$ cat src/rtl/controle_epocas.sv
// Training-loop controller: issues epoch requests, counts misclassified samples and
// repeats until zero errors or MAX_EPOCAS. Optional macro CONTROLE_NAN_CHECK_EN adds erro_nan.
module controle_epocas #(
    parameter int TAM        = 16,
    parameter int N_AMOSTRAS = 4,
    parameter int MAX_EPOCAS = 15,
    parameter int CNT_W      = 8,
    localparam int EW        = $clog2(N_AMOSTRAS + 1)
) (
    input  logic                      clk,
    input  logic                      reset,
    input  logic                      start,
    input  logic [TAM-1:0]            w_init0,
    input  logic [TAM-1:0]            w_init1,
    input  logic [TAM-1:0]            w_init2,
    input  logic [N_AMOSTRAS*TAM-1:0] d,
    output logic                      ep_start,
    output logic [TAM-1:0]            ep_w0,
    output logic [TAM-1:0]            ep_w1,
    output logic [TAM-1:0]            ep_w2,
    input  logic                      ep_valid,
    input  logic [N_AMOSTRAS*TAM-1:0] ep_result,
    input  logic [TAM-1:0]            ep_w0_new,
    input  logic [TAM-1:0]            ep_w1_new,
    input  logic [TAM-1:0]            ep_w2_new,
    output logic                      busy,
    output logic                      done,
    output logic                      convergiu,
    output logic [CNT_W-1:0]          epoca,
    output logic [EW-1:0]             erros,
    output logic [TAM-1:0]            w0,
    output logic [TAM-1:0]            w1,
    output logic [TAM-1:0]            w2
`ifdef CONTROLE_NAN_CHECK_EN
    ,
    output logic                      erro_nan
`endif
);

    typedef enum logic [2:0] {S_IDLE, S_RUN, S_WAIT, S_EVAL, S_DONE} estado_t;

    // A zero epoch limit still runs one epoch
    localparam int MAX_EF = (MAX_EPOCAS < 1) ? 1 : MAX_EPOCAS;

    estado_t                   state_q, state_d;
    logic [TAM-1:0]            w0_q, w0_d, w1_q, w1_d, w2_q, w2_d;
    logic [N_AMOSTRAS*TAM-1:0] res_q, res_d;
    logic [CNT_W-1:0]          epoca_q, epoca_d;
    logic [EW-1:0]             erros_q, erros_d;
    logic                      conv_q, conv_d;
    logic                      ep_start_q, ep_start_d;
    logic                      busy_q, busy_d;
    logic                      done_q, done_d;
    logic                      nan_q, nan_d;
    logic [EW-1:0]             cnt_s;
    logic                      forcar_fim_s;

    // +0 and -0 compare equal; everything else compares bitwise
    function automatic logic amostra_igual(input logic [TAM-1:0] a, input logic [TAM-1:0] b);
        return (a == b) || ((a[TAM-2:0] == {(TAM-1){1'b0}}) && (b[TAM-2:0] == {(TAM-1){1'b0}}));
    endfunction

    function automatic logic [EW-1:0] conta_erros(input logic [N_AMOSTRAS*TAM-1:0] r,
                                                  input logic [N_AMOSTRAS*TAM-1:0] dd);
        logic [EW-1:0] n;
        n = '0;
        for (int i = 0; i < N_AMOSTRAS; i++) begin
            if (!amostra_igual(r[i*TAM +: TAM], dd[i*TAM +: TAM])) begin
                n = n + EW'(1);
            end
        end
        return n;
    endfunction

    function automatic logic nao_finito(input logic [TAM-1:0] x);
        return &x[TAM-2 -: 5];
    endfunction

    assign cnt_s = conta_erros(res_q, d);
`ifdef CONTROLE_NAN_CHECK_EN
    assign forcar_fim_s = nan_q;
`else
    assign forcar_fim_s = 1'b0;
`endif

    // Next-state and next-register computation
    always_comb begin
        state_d = state_q;
        w0_d    = w0_q;
        w1_d    = w1_q;
        w2_d    = w2_q;
        res_d   = res_q;
        epoca_d = epoca_q;
        erros_d = erros_q;
        conv_d  = conv_q;
        nan_d   = nan_q;
        case (state_q)
            S_IDLE, S_DONE: begin
                if (start) begin
                    w0_d    = w_init0;
                    w1_d    = w_init1;
                    w2_d    = w_init2;
                    epoca_d = '0;
                    erros_d = '0;
                    conv_d  = 1'b0;
                    nan_d   = 1'b0;
                    state_d = S_RUN;
                end else begin
                    state_d = state_q;
                end
            end
            S_RUN: state_d = S_WAIT;
            S_WAIT: begin
                if (ep_valid) begin
                    w0_d    = ep_w0_new;
                    w1_d    = ep_w1_new;
                    w2_d    = ep_w2_new;
                    res_d   = ep_result;
                    epoca_d = epoca_q + CNT_W'(1);
                    nan_d   = nan_q | nao_finito(ep_w0_new) | nao_finito(ep_w1_new)
                                    | nao_finito(ep_w2_new);
                    state_d = S_EVAL;
                end else begin
                    state_d = S_WAIT;
                end
            end
            S_EVAL: begin
                erros_d = cnt_s;
                if (forcar_fim_s) begin
                    conv_d  = 1'b0;
                    state_d = S_DONE;
                end else if (cnt_s == '0) begin
                    conv_d  = 1'b1;
                    state_d = S_DONE;
                end else if (epoca_q >= CNT_W'(MAX_EF)) begin
                    conv_d  = 1'b0;
                    state_d = S_DONE;
                end else begin
                    state_d = S_RUN;
                end
            end
            default: state_d = S_IDLE;
        endcase
        ep_start_d = (state_d == S_RUN);
        busy_d     = (state_d == S_RUN) || (state_d == S_WAIT) || (state_d == S_EVAL);
        done_d     = (state_d == S_DONE);
    end

    // State and output registers with synchronous reset
    always_ff @(posedge clk) begin
        if (reset) begin
            state_q    <= S_IDLE;
            w0_q       <= '0;
            w1_q       <= '0;
            w2_q       <= '0;
            res_q      <= '0;
            epoca_q    <= '0;
            erros_q    <= '0;
            conv_q     <= 1'b0;
            nan_q      <= 1'b0;
            ep_start_q <= 1'b0;
            busy_q     <= 1'b0;
            done_q     <= 1'b0;
        end else begin
            state_q    <= state_d;
            w0_q       <= w0_d;
            w1_q       <= w1_d;
            w2_q       <= w2_d;
            res_q      <= res_d;
            epoca_q    <= epoca_d;
            erros_q    <= erros_d;
            conv_q     <= conv_d;
            nan_q      <= nan_d;
            ep_start_q <= ep_start_d;
            busy_q     <= busy_d;
            done_q     <= done_d;
        end
    end

    assign ep_start  = ep_start_q;
    assign busy      = busy_q;
    assign done      = done_q;
    assign convergiu = conv_q;
    assign epoca     = epoca_q;
    assign erros     = erros_q;
    assign w0        = w0_q;
    assign w1        = w1_q;
    assign w2        = w2_q;
    assign ep_w0     = w0_q;
    assign ep_w1     = w1_q;
    assign ep_w2     = w2_q;
`ifdef CONTROLE_NAN_CHECK_EN
    assign erro_nan  = nan_q;
`endif

endmodule
$ cat config.mk
export PLATFORM = sky130hd
export DESIGN_NAME = controle_epocas
export DESIGN_NICKNAME = d
export VERILOG_FILES = /design/src/rtl/controle_epocas.sv
export SDC_FILE = /design/constraint.sdc
export NUM_CORES = 1
export LEC_CHECK = 0
export ABC_CLOCK_PERIOD_IN_PS = 4050
export CAP_MARGIN = 0
export CORE_ASPECT_RATIO = 1.75
export CORE_MARGIN = 10
export CORE_UTILIZATION = 30
export CTS_CLUSTER_DIAMETER = 150
export DETAILED_ROUTE_END_ITERATION = 10
export SLEW_MARGIN = 20
export SYNTH_ARGS = -nofsm -noshare
export SYNTH_HDL_FRONTEND = slang
export SYNTH_SLANG_ARGS = --single-unit
$ cat constraint.sdc
create_clock -name clk -period 4.05 [get_ports clk]
set_input_delay 0.81 -clock clk [delete_from_list [all_inputs] [get_ports clk]]
set_output_delay 0.81 -clock clk [all_outputs]
set_load 0.05 [all_outputs]
==> results.txt, run 1 <==
Outcome = finished clean
Number of synthesized register bits = 130
Total die area = 0.0282 sq mm
Final #Nets = 1283
CTS tree = yes
Core Area = 0.0214 sq mm
Clock power share = 33.8%
Vias per cell = 4.70
DRC Markers = 0
Worst-path clk slew = 0.06 ns
Antenna viol nets, final = 0
Pwr/cell area = 469 mW/mm^2
HPWL after DPL = 19.7 mm
Synthesized Nets = 1012
Largest net degree at the start of global routing = 66
CTS max path bufs = 2
Cts repair resizes = 0
RePlAce Congestion = 0.876
Post-CTS Setup Repair Bufs = 0
Grt ovf = 0
CTS Buf Count = 17
Antenna violations before repair = 3
Slew HR = 42.3%
Initial Util = 30.4%
Overall Global Routing Usage = 17.0%
Crit Path Max Fanout = 6
Mean routed wirelength per cell = 18.3 um
Post-synth top area share = 40.0%
Clk_lat worst skew = 0.42 ns
P&R area growth vs syn = 60.1%
CP Class = in2reg
Post-Route WL = 24.9 mm
Hold crit path type = reg2reg
Die height = 215 um
Async SR Flop Fraction = 0%
H-Tree Depth = 4
Post-synthesis cell type count = 46
Share of cells above drive strength 1 = 4.79%
Worst setup EP type = register
Cells taking the most area after synthesis = dfxtp_1 (40%), nand2_1 (8.1%), mux2i_1 (7.5%)
I/O pin count = 339
Pint = 3.11 mW
Vias in the first global route = 6849
Worst Setup SP = d[17]
Root Driver = clkbuf_16
Combinational share of power = 35.0%
Net switching power figure = 1.78 mW
Max-Cap Viols = 0
Syn. warnings = 0
CTS Sinks = 130
Startpoint types = primary input
Initial DRC count = 230
Via count = 6382
Post-Syn Area = 0.00651 sq mm
Avg Inst Size Synth = 8.35 sq um
Sequential area share after synthesis = 40.0%
Cell taking the most area after synthesis = dfxtp_1
Max IR drop VDD = 0.262 mV
RSZ-0062 raised after global routing = no
Die width = 131 um
Count leader, synth = nand2_1
Arrival @ worst endpoint = 3.89 ns
Fmax = 280 MHz
IO Port Bufs = 338
Worst hold start = erros[2]$_SDFFE_PP0P_
Worst Skew = 0.00952 ns
Final period util = 88.2%
Worst slew pin tran = 0.865 ns
First-pass GRT wire length = 38.0 mm
Leakage = 3.67 nW
Minimum clock period = 3.57 ns
Synthesized instance count = 780
Main synth FF type = dfxtp_1
Worst EP required = 4.37 ns
CTS Hold Bufs = 0
Fillers = 2101
Num rows = 71
Final Hold Vio Count = 0
Seq pwr share = 31.2%
Final core occ = 48.7%
Endpoints failing setup = 0
RR Startpoint = res_q[11]$_SDFFE_PP0P_
Switching share of power = 36.3%
Synth top cells by count = nand2_1 (141), dfxtp_1 (130), a21oi_1 (73), nor2_1 (69), mux2i_1 (49)
Total chip power = 4.89 mW
Final worst slack = 0.479 ns
Number of synthesized flops with an enable pin = 0
Dpl ws = 0.0119 ns
Drt pass-1 iters = 4
Max-slew violations = 0
[cells by family (layout without fill, tap and decap cells)]
logic type	Yosys count	in the layout	synth area share (%)
simple gates	293	293	20.6
compound gates	138	138	13.2
flops	130	130	40.0
buf+inv	95	379	8.40
xor+xnor	71	71	9.55
mux	49	49	7.53
fa+ha+maj	4	4	0.769
other cells	0	3	0
[area by class of cell]
class	instances	area (sq um)	share of cell area (%)
Multi-Input combinational cell	555	3380	32.4
Clock buffer	17	425	4.08
Timing Repair Buffer	345	3430	32.9
Tap cell	292	365	3.50
Inverter	2	7.51	0.0720
Clock inverter	15	205	1.97
Antenna cell	3	7.51	0.0720
Sequential cell	130	2600	25.0
[final timing paths]
path | to | slack [ns] | cells past startpoint
min | erros[2]$_SDFFE_PP0P_ | 0.46 | 2
max reg2reg | busy$_SDFF_PP0_ | 1.00 | 12
max | busy$_SDFF_PP0_ | 0.48 | 14
min reg2reg | erros[2]$_SDFFE_PP0P_ | 0.46 | 2
[per-layer routing]
layer  up-vias  GRT usage, %  wire (um)  part of all wire, %
met5         -             0          0                    0
met4         0          6.78        497                  2.0
met3        36          4.69       1420                  5.7
met2       211          33.5      14000                   56
met1      2913          15.9       8940                   36
li1       3222             -          -                    -
[power by group through the flow]
| stage | clock network [mW] | logic (mW) | registers (mW) |
|---|---|---|---|
| 2_1_floorplan | 0 | 0.852 | 1.83 |
| 5_1_grt | 1.74 | 1.81 | 1.54 |
| 3_5_place_dp | 0 | 1.72 | 1.56 |
| 4_1_cts | 1.69 | 1.73 | 1.53 |
| 3_3_place_gp | 0 | 1.72 | 1.56 |
| 6_report | 1.65 | 1.71 | 1.53 |
[per-stage QoR]
| step | hold slack (ns) | cells | instance area [sq um] | setup TNS, ns |
|---|---|---|---|---|
| after global placement | 0.445 | 1324 | 9790 | -0.00644 |
| after floorplan | 0.448 | 780 | 6510 | 0 |
| final | 0.460 | 1359 | 10400 | 0 |
| after detailed placement | 0.453 | 1324 | 9790 | 0 |
| after global routing | 0.484 | 1359 | 10400 | 0 |
| after CTS | 0.462 | 1356 | 10400 | 0 |
[cell usage in the layout, fill, tap and decap left out, types with 3 or more instances in the layout]
cell               n
dfxtp_1          130
o21ai_0            3
a21oi_1           73
nand3b_1           3
ha_1               4
nand4_1           18
nand2_1          139
xor2_1            44
clkinvlp_4         3
buf_4              8
clkinv_4           3
clkbuf_16         17
xnor2_1           27
inv_6              3
nor3_1             4
mux2i_1           49
clkdlybuf4s50_1  337
nor2_1            69
a211oi_1          48
bufinv_16          4
diode_2            3
nor4_1            36
nor4_2             3
[state kept, by name, summed over array words and instances (netlist names)]
| register | cells |
|---|---|
| erros | 3 |
| state_q | 3 |
| busy | 1 |
| convergiu | 1 |
| epoca | 8 |
| ep_w1 | 16 |
| ep_w0 | 16 |
| done | 1 |
| ep_start | 1 |
| res_q | 64 |
| ep_w2 | 16 |
[worst max-delay path: stages]
cell             delay [ns]
clkdlybuf4s50_1        0.43
nor4_1                 0.41
nand4_1                0.14
nor2_1                 0.12
a41o_1                 0.14
inv_1                  0.05
ha_1                   0.34
a21boi_0               0.17
or2_2                  0.33
ha_1                   0.32
nor2_1                 0.11
o211ai_1               0.08
and3_1                 0.25
o21a_1                 0.19
Power figures use the tool's default switching activity.
==> run 2: changes to the inputs <==
CORE_UTILIZATION = 40   (was 30)
CTS_CLUSTER_SIZE = 10   (was unset)
PLACE_DENSITY = 0.81   (was unset)
==> run 2 against run 1 <==
Compared with the run above: critical path depth unchanged; combinational power about the same; sequential power about the same; core utilization up 15 points; global-route usage up 4.7 points; first-iteration DRC count up 21%; die area down 22%; maximum frequency down 1.8%; clock power down 12%; hold slack about the same; critical path type unchanged.
==> results.txt, run 2 (synthesis results as in run 1) <==
Clk_lat worst skew = 0.42 ns (about the same)
Top reg by flops = res_q
Num rows = 61 (-14%)
Antenna viol nets, final = 0 (unchanged)
Final #Nets = 1283 (unchanged)
CTS Hold Bufs = 0 (unchanged)
Hold crit path type = reg2reg
RSZ-0062 raised after global routing = no
CP max stage cell = clkdlybuf4s50_1
DRC Markers = 0 (unchanged)
Via count = 6506 (+1.9%)
First-pass GRT wire length = 37.3 mm (-2.0%)
CTS Buf Count = 17 (unchanged)
CP Class = in2reg
Max-Cap Viols = 0 (unchanged)
Total die area = 0.0220 sq mm (-22%)
Share of cells above drive strength 1 = 4.79% (unchanged)
Hold Slack = 0.460 ns (-0.000230 ns)
Core Area = 0.0160 sq mm (-25%)
Final period util = 89.8% (+1.6 points)
Max-slew violations = 0 (unchanged)
Final worst slack = 0.413 ns (-0.0663 ns)
Leakage = 3.64 nW (-0.71%)
CP delay by family, top = simple AND/OR/NAND/NOR gates
Worst-path clk slew = 0.06 ns (about the same)
Commonest non-fill, non-tap cell in the layout = clkdlybuf4s50_1
Outcome = finished clean
RePlAce Congestion = 0.873 (-0.39%)
Fillers = 1325 (-37%)
Initial Util = 40.8% (+10 points)
Post-CTS Setup Repair Bufs = 0 (unchanged)
Minimum clock period = 3.64 ns (+0.0663 ns)
I/O pin count = 339 (unchanged)
Total chip power = 4.69 mW (-3.9%)
Largest net degree at the start of global routing = 66 (unchanged)
Slowest cell delay on critical path = 0.43 ns (about the same)
Cts repair resizes = 0 (unchanged)
Antenna violations before repair = 3 (unchanged)
Non-Filler Instances = 1256 (-7.6%)
Worst EP required = 4.36 ns (about the same)
Worst Skew = 0.0110 ns (+0.00146 ns)
IO Port Bufs = 338 (unchanged)
Vias in the first global route = 7054 (+3.0%)
Grt ovf = 0 (unchanged)
CP bufs+invs = 2 (unchanged)
Die width = 116 um (-11%)
HPWL after DPL = 19.3 mm (-2.3%)
Die height = 189 um (-12%)
Dpl ws = -0.00910 ns (-0.0210 ns)
Endpoints failing setup = 0 (unchanged)
Fmax = 275 MHz (-1.8%)
Crit-path cells = clkdlybuf4s50_1 -> nor4_1 -> nand4_1 -> nor2_1 -> a41o_1 -> inv_1 -> ha_1 -> a21boi_0 -> or2_2 -> ha_1 -> nor2_1 -> o211ai_1 -> and3_1 -> o21a_1
Post-Route WL = 24.2 mm (-2.7%)
CTS max path bufs = 2 (unchanged)
Max IR drop VDD = 0.353 mV (+35%)
Overall Global Routing Usage = 21.7% (+4.7 points)
Slew HR = 45.8% (+3.4 points)
Final Hold Vio Count = 0 (unchanged)
P&R area growth vs syn = 57.0%
Root Driver = clkbuf_16
CTS Sinks = 130 (unchanged)
Crit Path Max Fanout = 6 (unchanged)
Worst setup EP type = register
CTS tree = yes
Pwr/cell area = 459 mW/mm^2 (-2.1%)
Vias per cell = 5.18 (+10%)
Reg-to-reg setup timing slack = 0.91 ns (-0.09 ns)
Startpoint types = primary input
Inst Count DP = 1221 (-7.8%)
Max FFs per register = 64 (unchanged)
H-Tree Depth = 4 (unchanged)
Arrival @ worst endpoint = 3.94 ns (+0.05 ns)
Mean routed wirelength per cell = 19.3 um (+5.3%)
Most frequent cells in the layout = clkdlybuf4s50_1 (337), nand2_1 (139), dfxtp_1 (130)
Initial DRC count = 278 (+21%)
Drt pass-1 iters = 4 (unchanged)
Worst slew pin tran = 0.814 ns (-0.0516 ns)
==> run 2: cell types whose count changed in the layout (fill, tap and decap cells not counted) <==
cell | previous run | this run
bufinv_16 | 4 | 1
clkinv_2 | 2 | 4
clkinvlp_4 | 3 | 2
clkinv_4 | 3 | 4
inv_6 | 3 | 4
==> run 2: area by class of cell <==
cell class / instances / area, sq um / share of cell area (%)
diodes: 3 / 7.51 / 0.0734
clock buffers: 17 / 425 / 4.16
clock inverters: 15 / 135 / 1.32
inverters: 2 / 7.51 / 0.0734
multi-input cells: 555 / 3380 / 33.0
flip-flops and latches: 130 / 2600 / 25.4
well taps: 189 / 236 / 2.31
repair buffers: 345 / 3430 / 33.6
==> run 2: routing by layer <==
| metal | vias to the layer above | routed length [um] | part of all wire, % | global-route usage, % |
|---|---|---|---|---|
| met5 | - | 0 | 0 | 0 |
| li1 | 3230 | - | - | - |
| met2 | 260 | 13000 | 53 | 39.2 |
| met4 | 0 | 786 | 3.2 | 9.67 |
| met3 | 45 | 2170 | 9.0 | 8.30 |
| met1 | 2971 | 8310 | 34 | 20.9 |
==> run 2: power breakdown <==
group	switching (mW)	total, mW	internal [mW]	leakage, nW
clock network	0.608	1.46	0.850	0.274
logic	1.04	1.71	0.669	2.31
registers	0.122	1.53	1.41	1.06
total	1.77	4.69	2.92	3.64
==> run 2: metrics by stage <==
step                      instance area, sq um  TNS [ns]  util (%)
after floorplan                           6510         0         -
after global placement                    9660         0      60.6
after detailed placement                  9660   -0.0130      60.6
final                                    10200         0      64.1
after global routing                     10200         0      64.1
after CTS                                10200         0      64.1
==> run 2: final timing paths <==
path                         start                     to  depth (start not counted)
max                          d[17]        busy$_SDFF_PP0_                         14
min          erros[2]$_SDFFE_PP0P_  erros[2]$_SDFFE_PP0P_                          2
max reg2reg  res_q[5]$_SDFFE_PP0P_        busy$_SDFF_PP0_                         12
min reg2reg  erros[2]$_SDFFE_PP0P_  erros[2]$_SDFFE_PP0P_                          2
==> run 2: tightest hold or removal path, cell delays in order, from the launching register on <==
cell and delay (ns):
dfxtp_1 0.31, nand2_1 0.05, a21oi_1 0.05
